<file path="src/rtl/piso_serializer.sv">
// Multi-channel PISO serializer with self-generated ser_clk and trailing latch strobe (PISO_LSB_FIRST_EN: LSB-first shift).
// Latency: a word accepted on edge E finishes its last LATCH cycle 2*HALF_PERIOD*WIDTH+HALF_PERIOD cycles later; done follows.
// Backpressure: load_ready is high only in IDLE with abort low, so one word is in flight; back-to-back leaves one IDLE cycle.
module piso_serializer #(
  parameter int WIDTH       = 8,
  parameter int CHANNELS    = 1,
  parameter int HALF_PERIOD = 1
) (
  input  logic                      clk,
  input  logic                      reset_n,
  input  logic [CHANNELS*WIDTH-1:0] par_in,
  input  logic                      load_valid,
  output logic                      load_ready,
  input  logic                      abort,
  output logic [CHANNELS-1:0]       ser_out,
  output logic                      ser_clk,
  output logic                      latch,
  output logic                      done
);

  localparam int PW = (HALF_PERIOD > 1) ? $clog2(HALF_PERIOD) : 1;
  localparam int BW = $clog2(WIDTH + 1);
  localparam logic [PW-1:0] PH_LAST  = PW'(HALF_PERIOD - 1);
  localparam logic [BW-1:0] BIT_INIT = BW'(WIDTH);
  localparam logic [BW-1:0] BIT_ONE  = BW'(1);

  typedef enum logic [1:0] {
    IDLE  = 2'd0,
    LOW   = 2'd1,
    HIGH  = 2'd2,
    LATCH = 2'd3
  } state_t;

  state_t                           state_q, state_d;
  logic [PW-1:0]                    phase_q, phase_d;
  logic [BW-1:0]                    bit_cnt_q, bit_cnt_d;
  logic [CHANNELS-1:0][WIDTH-1:0]   shreg_q, shreg_d;
  logic [CHANNELS-1:0][WIDTH-1:0]   shreg_shift;
  logic                             ser_clk_q, ser_clk_d;
  logic                             latch_q, latch_d;
  logic                             done_q, done_d;
  logic                             phase_last;
  logic                             accept;

  assign load_ready = (state_q == IDLE) && !abort;
  assign accept     = load_valid && load_ready;
  assign phase_last = (phase_q == PH_LAST);

  // Each channel register advances one position, zero filled, toward its output end.
  always_comb begin
    shreg_shift = '0;
    for (int c = 0; c < CHANNELS; c++) begin
`ifdef PISO_LSB_FIRST_EN
      shreg_shift[c] = {1'b0, shreg_q[c][WIDTH-1:1]};
`else
      shreg_shift[c] = {shreg_q[c][WIDTH-2:0], 1'b0};
`endif
    end
  end

  always_comb begin
    state_d   = state_q;
    phase_d   = phase_q + PW'(1);
    bit_cnt_d = bit_cnt_q;
    shreg_d   = shreg_q;
    done_d    = 1'b0;

    case (state_q)
      IDLE: begin
        phase_d = '0;
        if (accept) begin
          shreg_d   = par_in;
          bit_cnt_d = BIT_INIT;
          state_d   = LOW;
        end
      end
      LOW: begin
        if (phase_last) begin
          phase_d = '0;
          state_d = HIGH;
        end
      end
      HIGH: begin
        // Shift on the last HIGH cycle so the new bit appears with the falling edge.
        if (phase_last) begin
          phase_d   = '0;
          shreg_d   = shreg_shift;
          bit_cnt_d = bit_cnt_q - BIT_ONE;
          state_d   = (bit_cnt_q == BIT_ONE) ? LATCH : LOW;
        end
      end
      LATCH: begin
        if (phase_last) begin
          phase_d = '0;
          state_d = IDLE;
          done_d  = 1'b1;
        end
      end
      default: begin
        phase_d = '0;
        state_d = IDLE;
      end
    endcase

    if (abort && (state_q != IDLE)) begin
      state_d   = IDLE;
      phase_d   = '0;
      bit_cnt_d = '0;
      shreg_d   = '0;
      done_d    = 1'b0;
    end

    ser_clk_d = (state_d == HIGH);
    latch_d   = (state_d == LATCH);
  end

  always_ff @(posedge clk or negedge reset_n) begin
    if (!reset_n) begin
      state_q   <= IDLE;
      phase_q   <= '0;
      bit_cnt_q <= '0;
      shreg_q   <= '0;
      ser_clk_q <= 1'b0;
      latch_q   <= 1'b0;
      done_q    <= 1'b0;
    end else begin
      state_q   <= state_d;
      phase_q   <= phase_d;
      bit_cnt_q <= bit_cnt_d;
      shreg_q   <= shreg_d;
      ser_clk_q <= ser_clk_d;
      latch_q   <= latch_d;
      done_q    <= done_d;
    end
  end

  always_comb begin
    ser_out = '0;
    for (int c = 0; c < CHANNELS; c++) begin
`ifdef PISO_LSB_FIRST_EN
      ser_out[c] = shreg_q[c][0];
`else
      ser_out[c] = shreg_q[c][WIDTH-1];
`endif
    end
  end

  assign ser_clk = ser_clk_q;
  assign latch   = latch_q;
  assign done    = done_q;

endmodule

</file>
<file path="config.mk">
export PLATFORM = sky130hd
export DESIGN_NAME = piso_serializer
export DESIGN_NICKNAME = d
export VERILOG_FILES = /design/src/rtl/piso_serializer.sv
export SDC_FILE = /design/constraint.sdc
export NUM_CORES = 1
export LEC_CHECK = 0
export ABC_AREA = 1
export ABC_CLOCK_PERIOD_IN_PS = 2350
export CAP_MARGIN = 20
export CORE_ASPECT_RATIO = 2
export CORE_MARGIN = 2
export CORE_UTILIZATION = 25
export CTS_CLUSTER_DIAMETER = 40
export DETAILED_ROUTE_END_ITERATION = 10
export PLACE_DENSITY = 0.55
export SLEW_MARGIN = 0
export SYNTH_ARGS = -nofsm -noshare
export SYNTH_HDL_FRONTEND = slang
export SYNTH_SLANG_ARGS = --single-unit
</file>
<file path="constraint.sdc">
create_clock -name clk -period 2.35 [get_ports clk]
set_input_delay 0.47 -clock clk [delete_from_list [all_inputs] [get_ports clk]]
set_output_delay 0.47 -clock clk [all_outputs]
set_load 0.005 [all_outputs]
</file>
# == After elaboration in Yosys (flattened, before gate mapping) ==
# Index checks and enable logic that the tools add are counted.
# totals
reg_bits,18
input_bits,12
# op_classes
eq_ne,8
add_sub_neg,2
reduce_logical,9
muxes,21
# ops
operator,count
2-to-1 mux 8 bit,3
one-hot mux 8 bit (2 select lines),1
2-to-1 mux 2 bit,6
2-to-1 mux 4 bit,3
equality test 2 bit (second input constant),4
one-hot mux 2 bit (4 select lines),1
one-hot mux 4 bit (2 select lines),1
2-to-1 mux 1 bit,5
equality test 4 x 1 -> 1 bit (second input constant),1
subtractor 4 x 1 -> 4 bit (second input constant),1
logical AND 1 bit,3
!= test 3 x 2 -> 1 bit (second input constant),1
!= test 3 bit (second input constant),1
AND reduction 3 bit,1
nonzero test 3 bit,1
OR reduction 3 bit,1
equality test 2 x 1 -> 1 bit (second input constant),1
logical NOT 2 bit,1
one-hot mux 1 bit (2 select lines),1
nonzero test 2 bit,1
adder 1 bit (second input constant),1
logical NOT 1 bit,1

# == Depth between registers and ports, before layout ==
# logic_depth
depth_word,7
mapped_depth,8
depth_no_buf,7

# == Worst setup path after synthesis ==
# Ideal clock, no wire load.
# synth_path
kind,flip-flop to output port
startpoint,reg state_q[0]
endpoint,out load_ready
n_path_buf,0
setup_slack_ns,1.224
arrival_time_ns,0.656
stages_incl_launch_ff,4
required_ns,1.880
path_cell_list,dfrtp_1 > inv_2 > nand2_1 > nor2_1
# synth_via
elab_chain_cells,2
# synth_lines
element,line_no,text
start: declaration,34,"state_t state_q, state_d;"
start signal: assignment,127,state_q <= state_d;
logical NOT 2 bit,45,assign load_ready = (state_q == IDLE) && !abort;
logical AND 1 bit,45,
end: declaration,13,"output logic load_ready,"
# Every way passes these cells.

# == Worst setup path in the final report ==
# layout_path
startpoint,in abort
endpoint,out load_ready
# layout_via
elab_chain_cells,2
# layout_lines
element,line_no,text
start: declaration,14,"input logic abort,"
logical NOT 1 bit,45,
logical AND 1 bit,45,
# Every way passes these cells.

==> results.toml <==
[cts]
cts_tree = "yes"
path_clk_slew_ns = 0.07
clk_path_buf_depth = 2
clock-sinks = 17
cts_buffers = 3
ctsResizeCount = 0
clk-insertion-delay-late_ns = 0.25
post_cts_buffers = 0
htreeDepth = 1
hold_buffers = 0
root_buffer = "clkbuf_8"

[final_layout]
nFillCells = 349
final_cells = 165
final-seq-area_sq_um = 425.4
utilization_pct = 34.09
multiInputGateArea_sq_um = 362.8
final_area_sq_um = 1089
drive_gt1_share_pct = 8.209
final_nets = 149
antenna_cells = 0
syn_to_final_growth_pct = 28.70

[logic_synthesis]
yosysWarnings = 0
syn_nets = 128
synth_area_leaders = "dfrtp_1 (50%), nand2_1 (28%), nand3_1 (4.1%)"
synth_largest_area_cell = "dfrtp_1"
yosysMostFrequentCell = "nand2_1"
synthCells = 114
syn_area_per_cell_sq_um = 7.419
synth_edf_count = 0
yosys.area.top_type_share_pct = 50.30
seq_area_frac_synth_pct = 50.30
synthArstFlopShare_pct = 100.0
ys_seq_elements = 17
synthesis.area_sq_um = 845.8
synth_cell_types = 14
ys.flop_type = "dfrtp_1"
ys_top_cells_by_count = "nand2_1 (62), dfrtp_1 (17), inv_1 (9), nand3_1 (7), nor2_1 (7)"

[placed_design]
pre_cts_ws_ns = 0.3369
port_buffers = 16
placed_area_sq_um = 1044
hpwlAfterDp_um = 1337
routabilityCongestion = 0.7565
placed_cells = 161

[die]
die_y_um = 86.26
rows = 29
initial_utilization_pct = 26.49
dieWidth_um = 45.13
dieArea_sq_um = 3893
core_area_sq_um = 3193
io_pins = 17

[detailed_routing]
wirelength_um = 1786
drt-pass1-iter-count = 4
vias = 738
wl_per_cell_um = 10.82
drt_iter0_drc = 16
via_per_inst = 4.473
drtAntennaViolNets = 0
drc = 0

[power]
p_leak_nw = 0.5999
powerDensity_nw_per_um2 = 1079
ir_drop_mv = 0.2663

[status]
status = "finished, final reports clean"

[sta]
hold_violations = 0
slew_viol_final = 0
rsz0062_at_grt = "false"
fin_tns_setup_ns = 0
fmax_mhz = 498.6
setup_viol = 0
layout_min_cycle_time_ns = 2.006
tightest_slew_ns = 0.2554
finClkSkew_ns = 0.002001
relSlewSlack_pct = 82.91
setup_slack_ns = 0.3444
finalCritPeriodShare_pct = 85.35

[worst_hold_path]
min_from = "shreg_q[5]$_DFFE_PN0P_"
hold_class = "register to register"

[global_routing]
grt_usage_pct = 10.97
grt_pass1_vias = 763
grt_pass1_wl_um = 3111
antenna_found_initial = 0
grt_max_degree = 18
grt_remaining_overflow = 0

[flow_run]
max_cap_violations = 0

[critical_path]
reg2reg_slack_ns = 1.07
startpoint = "abort"
r2r-start = "state_q[0]$_DFF_PN0_"
crit_path_max_fanout = 3
crit_path_start_kind = "input pin"
arrival_ns = 1.54
critical_path_required_ns = 1.88
crit_type = "input pin to primary output"
cp-end-kind = "primary output"
area by class of cell:
type                       count  area share [%]
sequential                    17           39.08
inverter                      11           3.793
timing repair buffer          18           16.09
clock buffer                   4           4.138
multi-input combinational     84           33.33
tap                           31           3.563
worst max-delay path: stages:
cell             delay (ns)
clkdlybuf4s50_1        0.45
nor2_1                 0.12
clkdlybuf4s50_1        0.50
per-layer routing:
metal	GRT usage, %	vias up	part of all wire [%]
met2	20.00	15	55
met3	1.250	2	3.7
met4	6.684	0	1.6
met5	0	-	0
met1	10.99	343	39
li1	-	378	-
kinds of logic after synthesis:
family | Yosys count | share of synthesized area, %
adders and majority gates | 2 | 2.958
buffers and inverters | 13 | 6.804
AOI/OAI and AO/OA | 1 | 0.5911
DFF | 17 | 50.30
xor gates and xnor gates | 1 | 1.036
and+or+nand+nor | 80 | 38.31
registers in the layout, indices dropped and copies added, names as in the netlist:
register	flops
ser_clk	1
bit_cnt_q	4
state_q	2
latch	1
done	1
shreg_q	8
cells in the final DEF (no fill, tap or decap):
| cell | Yosys | final |
|---|---|---|
| nand2_1 | 62 | 62 |
| dfrtp_1 | 17 | 17 |
| clkdlybuf4s50_1 | 0 | 16 |
| inv_1 | 9 | 9 |
| nor2_1 | 7 | 7 |
| nand3_1 | 7 | 7 |
| clkbuf_8 | 0 | 3 |
| inv_2 | 2 | 2 |
| nand2_2 | 2 | 2 |
| ha_1 | 2 | 2 |
| buf_4 | 0 | 2 |
| nor2_4 | 1 | 1 |
| nor2_2 | 1 | 1 |
| o21ai_1 | 1 | 1 |
| xor2_1 | 1 | 1 |
| clkbuf_1 | 0 | 1 |
through the flow:
step	hold WS [ns]	power, mW
after floorplan	0.1744	0.8264
after global placement	0.4620	0.9508
after detailed placement	0.4658	0.9665
after CTS	0.4840	1.187
after global routing	0.5040	1.296
final	0.4811	1.175
path summary, 6_finish.rpt:
check	to	cells past startpoint
min in group asynchronous	bit_cnt_q[0]$_DFFE_PN0P_	2
max	load_ready	3
max in group asynchronous	shreg_q[6]$_DFFE_PN0P_	2
min	shreg_q[5]$_DFFE_PN0P_	2
min reg2reg	shreg_q[5]$_DFFE_PN0P_	2
max reg2reg	shreg_q[4]$_DFFE_PN0P_	7
where the power goes:
group / total, mW / internal (mW) / switching, mW
logic: 0.477 / 0.187 / 0.290
registers: 0.478 / 0.402 / 0.0760
clock network: 0.220 / 0.120 / 0.0995
total: 1.17 / 0.709 / 0.465
(Power assumes the default switching activity.)
